$ cat config.mk
export PLATFORM = sky130hd
export DESIGN_NAME = hazard_forward_unit
export DESIGN_NICKNAME = d
export VERILOG_FILES = /design/src/rtl/hazard_forward_unit.sv
export SDC_FILE = /design/constraint.sdc
export NUM_CORES = 1
export LEC_CHECK = 0
export ABC_AREA = 0
export BUFFER_PORTS_ARGS = -buffer_cell sky130_fd_sc_hd__buf_4
export CAP_MARGIN = 20
export CORE_MARGIN = 4
export CORE_UTILIZATION = 51
export DETAILED_ROUTE_END_ITERATION = 10
export PLACE_DENSITY = 0.91
export SYNTH_ARGS = -nofsm -noshare
export SYNTH_HDL_FRONTEND = slang
export SYNTH_SLANG_ARGS = --single-unit
$ cat constraint.sdc
create_clock -name clk_i -period 3 [get_ports clk_i]
set_input_delay 0.3 -clock clk_i [delete_from_list [all_inputs] [get_ports clk_i]]
set_output_delay 0.3 -clock clk_i [all_outputs]
set_load 0.005 [all_outputs]
$ cat src/rtl/hazard_forward_unit.sv
// hazard_forward_unit: EX operand forwarding, load-use stall FSM and saturating activity counters
//
// Ports:
//   clk_i              rising-edge clock
//   rst_n_i            synchronous active-low reset; while low, stall/flush/forward outputs are forced to 0
//   hold_i             global freeze: FSM state, stall counter and statistics counters keep their values
//   id_src_i           ID-stage source register numbers, operand i at [i*REG_AW +: REG_AW]
//   id_src_used_i      bit i set when ID operand i is actually read
//   idex_src_i         EX-stage source register numbers, same packing as id_src_i
//   idex_rd_i          EX-stage destination register
//   idex_memread_i     EX-stage instruction is a load
//   exmem_rd_i         EX/MEM destination register
//   exmem_regwrite_i   EX/MEM writes the register file
//   memwb_rd_i         MEM/WB destination register
//   memwb_regwrite_i   MEM/WB writes the register file
//   cnt_clear_i        synchronous clear of all statistics counters (works under hold too)
//   fwd_sel_o          2 bits per operand: 00 regfile, 01 EX/MEM, 10 MEM/WB
//   stall_o            hold PC and IF/ID
//   flush_idex_o       insert a bubble into ID/EX
//   cnt_exfwd_o        cycles with at least one EX/MEM forward
//   cnt_memfwd_o       cycles with at least one MEM/WB forward
//   cnt_stall_o        cycles with stall asserted
module hazard_forward_unit #(
    parameter int REG_AW     = 5,
    parameter int N_SRC      = 2,
    parameter int LOAD_STALL = 1,
    parameter int CNT_W      = 16
) (
    input  logic                      clk_i,
    input  logic                      rst_n_i,
    input  logic                      hold_i,
    input  logic [N_SRC*REG_AW-1:0]   id_src_i,
    input  logic [N_SRC-1:0]          id_src_used_i,
    input  logic [N_SRC*REG_AW-1:0]   idex_src_i,
    input  logic [REG_AW-1:0]         idex_rd_i,
    input  logic                      idex_memread_i,
    input  logic [REG_AW-1:0]         exmem_rd_i,
    input  logic                      exmem_regwrite_i,
    input  logic [REG_AW-1:0]         memwb_rd_i,
    input  logic                      memwb_regwrite_i,
    input  logic                      cnt_clear_i,
    output logic [2*N_SRC-1:0]        fwd_sel_o,
    output logic                      stall_o,
    output logic                      flush_idex_o,
    output logic [CNT_W-1:0]          cnt_exfwd_o,
    output logic [CNT_W-1:0]          cnt_memfwd_o,
    output logic [CNT_W-1:0]          cnt_stall_o
);
    typedef enum logic {IDLE, STALL} state_t;

    state_t             state_q, state_d;
    logic [3:0]         scnt_q, scnt_d;
    logic [CNT_W-1:0]   cnt_exfwd_q, cnt_memfwd_q, cnt_stall_q;
    logic [2*N_SRC-1:0] fwd_sel;
    logic               ex_ok, mem_ok, any_ex, any_mem, lu_hit, lu, stall_raw;

    // Register 0 is hardwired, so a write to it never produces a forward
    assign ex_ok  = exmem_regwrite_i && (exmem_rd_i != '0);
    assign mem_ok = memwb_regwrite_i && (memwb_rd_i != '0);

    // EX/MEM holds the younger result, so it takes priority over MEM/WB
    always_comb begin
        fwd_sel = '0;
        any_ex  = 1'b0;
        any_mem = 1'b0;
        lu_hit  = 1'b0;
        for (int i = 0; i < N_SRC; i++) begin
            fwd_sel[2*i +: 2] = !rst_n_i ? 2'b00 :
                                (ex_ok && exmem_rd_i == idex_src_i[i*REG_AW +: REG_AW]) ? 2'b01 :
                                (mem_ok && memwb_rd_i == idex_src_i[i*REG_AW +: REG_AW]) ? 2'b10 : 2'b00;
            any_ex  = any_ex  | (fwd_sel[2*i +: 2] == 2'b01);
            any_mem = any_mem | (fwd_sel[2*i +: 2] == 2'b10);
            lu_hit  = lu_hit  | (id_src_used_i[i] && id_src_i[i*REG_AW +: REG_AW] == idex_rd_i);
        end
    end

    assign lu = idex_memread_i && (idex_rd_i != '0) && lu_hit;

    // IDLE issues the first bubble combinationally; STALL covers the remaining LOAD_STALL-1,
    // with scnt counting the bubbles still owed after the current one
    always_comb begin
        state_d   = state_q;
        scnt_d    = scnt_q;
        stall_raw = lu;
        if (state_q == STALL) begin
            stall_raw = 1'b1;
            if (scnt_q == 4'd0)
                state_d = IDLE;
            else
                scnt_d = scnt_q - 4'd1;
        end else if (lu && LOAD_STALL > 1) begin
            state_d = STALL;
            scnt_d  = 4'(LOAD_STALL - 2);
        end
    end

    assign fwd_sel_o    = fwd_sel;
    assign stall_o      = rst_n_i && stall_raw;
    assign flush_idex_o = rst_n_i && stall_raw;

    always_ff @(posedge clk_i) begin
        if (!rst_n_i) begin
            state_q <= IDLE;
            scnt_q  <= 4'd0;
        end else if (!hold_i) begin
            state_q <= state_d;
            scnt_q  <= scnt_d;
        end
    end

    function automatic logic [CNT_W-1:0] sat_inc(input logic [CNT_W-1:0] v, input logic en);
        return (en && !(&v)) ? v + CNT_W'(1) : v;
    endfunction

    // Clear beats increment and is honoured regardless of hold
    always_ff @(posedge clk_i) begin
        if (!rst_n_i || cnt_clear_i) begin
            cnt_exfwd_q  <= '0;
            cnt_memfwd_q <= '0;
            cnt_stall_q  <= '0;
        end else if (!hold_i) begin
            cnt_exfwd_q  <= sat_inc(cnt_exfwd_q, any_ex);
            cnt_memfwd_q <= sat_inc(cnt_memfwd_q, any_mem);
            cnt_stall_q  <= sat_inc(cnt_stall_q, stall_o);
        end
    end

    assign cnt_exfwd_o  = cnt_exfwd_q;
    assign cnt_memfwd_o = cnt_memfwd_q;
    assign cnt_stall_o  = cnt_stall_q;
endmodule

; ---- Word-level counts from Yosys, hierarchy flattened
; Cells that the tools add are included.
[classes]
add_sub_neg = 4
n_mux = 9
reduce_logical = 30
bitwise_logic = 5
n_eq_ne = 10
[ops]
columns = operator, n
row1 = 16-bit by 1-bit adder with 16-bit output (second input constant), 3
row2 = 16-bit AND reduction, 3
row3 = 5-bit == test, 6
row4 = 5-bit nonzero test, 3
row5 = 1-bit logical AND, 14
row6 = 2-bit two-way mux, 6
row7 = 2-bit AND reduction, 3
row8 = 2-bit by 1-bit == test with 1-bit output (second input constant), 2
row9 = 2-bit == test (second input constant), 2
row10 = 1-bit logical NOT, 4
row11 = 4-bit logical NOT, 1
row12 = 4-bit by 1-bit subtractor with 4-bit output (second input constant), 1
row13 = 1-bit two-way mux, 3
row14 = 1-bit bitwise OR, 3
row15 = 3-bit AND reduction, 1
row16 = 1-bit NOT, 2
row17 = 1-bit logical OR, 1
[word_totals]
elab_cells = 63
in_bits = 44
register_bits = 53
out_inout_bits = 54

; ---- Depth between registers and ports, before layout
[depth]
ltp_word = 10
depth_mapped = 9
ltp_nobuf = 8

; ---- Least setup slack after synthesis
; Ideal clock, no wire load.
[synth_path]
path_type = input to register
from = input port exmem_rd_i[1]
to = register cnt_memfwd_q[13], in the netlist cnt_memfwd_o[13]
setup_time_ns = 0.070
slack_ns = 0.857
path_stages = 7
n_path_buf = 0
t_required_ns = 2.930
arrival_ns = 2.073
cell_sequence = or4_1 > o21ai_1 > nor3_1 > o22ai_4 > o311ai_4 > or4_1 > a21oi_1
[synth_via]
elab_chain_len = 9
word_cells_on_any_way = 15
classes_between = 4 x eq/ne / 4 x mux / 1 x bitwise / 6 x reduce/logical
[synth_lines]
columns = element, line
row1 = start: declaration, 37  ; input logic [REG_AW-1:0] exmem_rd_i,
row2 = 5-bit nonzero test, 58  ; assign ex_ok = exmem_regwrite_i && (exmem_rd_i != '0);
row3 = 1-bit logical AND, 58
row4 = 1-bit logical AND, 69  ; (ex_ok && exmem_rd_i == idex_src_i[i*REG_AW +: REG_AW]) ? 2'b01 :
row5 = 2-bit two-way mux, 69
row6 = 2-bit two-way mux, 68  ; fwd_sel[2*i +: 2] = !rst_n_i ? 2'b00 :
row7 = 2-bit == test, 72  ; any_mem = any_mem | (fwd_sel[2*i +: 2] == 2'b10);
row8 = 1-bit bitwise OR *, 72
row9 = 1-bit logical AND *, 112  ; return (en && !(&v)) ? v + CNT_W'(1) : v;
row10 = 2-bit AND reduction (no line) *, --
row11 = end signal: assignment, 123  ; cnt_memfwd_q <= sat_inc(cnt_memfwd_q, any_mem);
row12 = end: declaration, 53  ; logic [CNT_W-1:0] cnt_exfwd_q, cnt_memfwd_q, cnt_stall_q;
; Mark *: on every way between the ends. The rest lies on a longest branch, timed or not.
; A chain may end at the register's enable or synchronous reset.

; ---- Worst setup path in the final report
[layout_path]
from = register cnt_stall_q[8], in the netlist cnt_stall_o[8]
to = register cnt_stall_q[15], in the netlist cnt_stall_o[15]
[layout_via]
elab_chain_len = 4
word_cells_on_any_way = 5
classes_between = 1 x add/sub / 4 x reduce/logical
[layout_lines]
columns = element, line
row1 = start: declaration, 53
row2 = start signal: assignment, 124  ; cnt_stall_q <= sat_inc(cnt_stall_q, stall_o);
row3 = branches (longest 4 deep; another with 16-bit by 1-bit adder with 16-bit output), --
; Parallel ways; which one is timed is not known.

==> out/results.ini <==
[critical_path]
crit_path_max_fanout = 10
cp.required_ns = 3.26
r2r_start = cnt_stall_o[8]
r2r-end = cnt_stall_o[15]
cp.arrival_ns = 2.69
rrSetupSlack_ns = 0.57
cp-end-kind = register
reg2reg_depth = 7
worstSetupStartpointType = register
criticalPathCategory = reg2reg

[grt]
grt_pass1_wl_mm = 13.1
grt_antenna_before_repair = 0
track_usage_pct = 21.8
grt_max_degree = 35
grt-ovfl-total = 0
first_global_vias = 2925

[clock_network]
clock_sinks = 53
path_clk_slew_ns = 0.10
numCtsBuffers = 5
post_cts_resize_count = 0
cts_tree = done
post_cts_buffers = 0
cts.htree.levels = 2
clk_latency_ns = 0.31
clock_path_buffers = 2
cts_hold_repair.buffers = 0
cts_root_buf = clkbuf_8

[placed_design]
gp_congestion = 0.875
dp.cells = 516
port_buffers = 97
place_area_um2 = 3750
hpwl_mm = 6.04

[timing]
rsz0062_at_grt = no
worst_pin_slew_ns = 0.608
setup_tns_ns = 0
slew_viol_final = 0
post-route-period-util_pct = 80.9
hold_violations = 0
relSlewSlack_pct = 59.4
setup_viol = 0
period_minus_slack_ns = 2.43
finClkSkew_ns = 0.0188
max_freq_mhz = 412

[outcome]
status = finished clean

[layout]
fin_area_um2 = 3830
area_delta_synth_final_pct = 29.1
final_nets = 499
fill_cells = 465
drive_gt1_share_pct = 25.9
final_core_util_pct = 68.8
antennaDiodeCount = 0
instances_no_fill = 524

[die]
design.die.area_um2 = 7110
rows = 27
core_area_um2 = 5570
initial_utilization_pct = 53.3
die_w_um = 84.3
io_pins = 98
chipHeight_um = 84.3

[route]
via_per_inst = 5.76
ant_nets = 0
drc = 0
vias = 3019
routed_wl_mm = 7.86
wire_per_inst_um = 15.0
drt_iter0_drc = 262
first_pass_iters = 7

[synth]
netlist_instances = 358
synthArstFlopShare_pct = 0
ys.warnings.count = 0
netlist_area_um2 = 2970
netlist-cell-type-count = 42
post_synth.cell_area_avg_um2 = 8.29
synth_top_area_cell = dfxtp_1
ys.flop_type = dfxtp_1
synth_area_leaders = dfxtp_1 (36%), xnor2_1 (9.7%), xor2_1 (6.8%)
ys_ff_latch = 53
synth_top_area_share_pct = 35.7
seq_area_frac_synth_pct = 35.7
synth_edf_count = 0
synth_nets = 406

[hold_path]
hold_class = in2reg
whs_endpoint = state_q
min_path_cells = 2
hp-start = hold_i

[power_and_ir_drop]
powerDensity_nw_per_um2 = 328
p_leak_nw = 1.50
peakVddDrop_v = 0.000228
p_total_mw = 1.26

[run]
drv_cap = 0

==> cell usage after synthesis (2+ instances only) <==
cell      instances
nor2_1           35
and4_1            3
or4_4             2
o211a_1           2
nand2b_1          2
dfxtp_1          53
ha_1              4
or4_1            11
and2_1            6
nand2_1          30
or2_2             3
buf_4             2
or3_1            12
xor2_1           23
inv_1             7
nand4_1          19
o21ai_0          12
clkbuf_1         10
nor3_1           11
xnor2_1          33
o31ai_1           5
a21oi_1          18
and3_1            8
o211ai_1          5
nand3_1          25
==> critical path, stage by stage (launching register included) <==
cell	delay, ns
dfxtp_1	0.35
and4_1	0.22
and2_1	0.18
and4_1	0.26
a41oi_2	0.43
nand3_2	0.27
or4_1	0.56
nand2_1	0.09
==> sequential cells by signal, indices dropped and copies added (netlist names) <==
| signal | cells |
|---|---|
| state_q | 1 |
| cnt_memfwd_o | 16 |
| cnt_stall_o | 16 |
| cnt_exfwd_o | 16 |
| scnt_q | 4 |
==> metrics by stage <==
stage	worst slack (ns)	hold WS, ns
after floorplan	0.857	0.438
after global placement	0.497	0.474
after detailed placement	0.399	0.473
after CTS	0.597	0.325
after global routing	0.383	0.334
final	0.572	0.330
==> cells by family (layout without fill, tap and decap cells) <==
| family | Yosys count | in the layout | share of synthesized area [%] |
|---|---|---|---|
| compound gates | 54 | 54 | 12.9 |
| mux | 1 | 1 | 0.337 |
| fa+ha+maj | 4 | 4 | 1.69 |
| simple gates | 170 | 170 | 30.1 |
| flops | 53 | 53 | 35.7 |
| xor+xnor | 56 | 56 | 16.5 |
| buf+inv | 20 | 114 | 2.78 |
==> layout make-up <==
class                           count  area, um^2  share of cell area (%)
Clock buffer                        6        72.6                    1.89
Clock inverter                      2        13.8                   0.359
Inverter                            7        26.3                   0.686
Multi-Input combinational cell    285        1830                    47.6
Sequential cell                    53        1060                    27.7
Tap cell                           72        90.1                    2.35
Timing Repair Buffer               99         743                    19.4
==> metal layers <==
layer / GRT usage [%] / share of wire, %
met1: 25.5 / 40
met2: 40.0 / 52
met3: 3.93 / 6.1
met4: 7.16 / 1.2
met5: 0 / 0
==> power breakdown <==
part / switching, mW / internal [mW]
registers: 0.000246 / 0.703
clock network: 0.247 / 0.167
logic: 0.0670 / 0.0735
total: 0.314 / 0.944
==> cell usage in the layout (no fill, tap or decap), types with 2 or more instances in the layout <==
cell type	n
a21oi_1	18
clkbuf_8	5
ha_1	4
or4_4	2
o211a_1	2
o31ai_1	5
o21ai_0	12
nand2_1	30
xor2_1	23
nand3_1	25
and4_1	3
o211ai_1	5
xnor2_1	33
and2_1	6
and3_1	8
or3_1	12
or4_1	11
nand2b_1	2
buf_4	99
dfxtp_1	53
or2_2	3
nor3_1	11
nand4_1	19
nor2_1	35
inv_1	7
==> worst max-delay path by stage <==
stage / from / end / slack (ns) / cells past startpoint
after floorplan: exmem_rd_i[1] / cnt_memfwd_o[13] / 0.86 / 7
after global placement: exmem_rd_i[1] / cnt_memfwd_o[8] / 0.50 / 8
after detailed placement: exmem_rd_i[1] / cnt_memfwd_o[8] / 0.40 / 8
after CTS: cnt_stall_o[0] / cnt_stall_o[15] / 0.60 / 7
after global routing: cnt_memfwd_o[1] / cnt_memfwd_o[5] / 0.38 / 8
final: cnt_stall_o[8] / cnt_stall_o[15] / 0.57 / 7
Power figures use the tool's default switching activity.
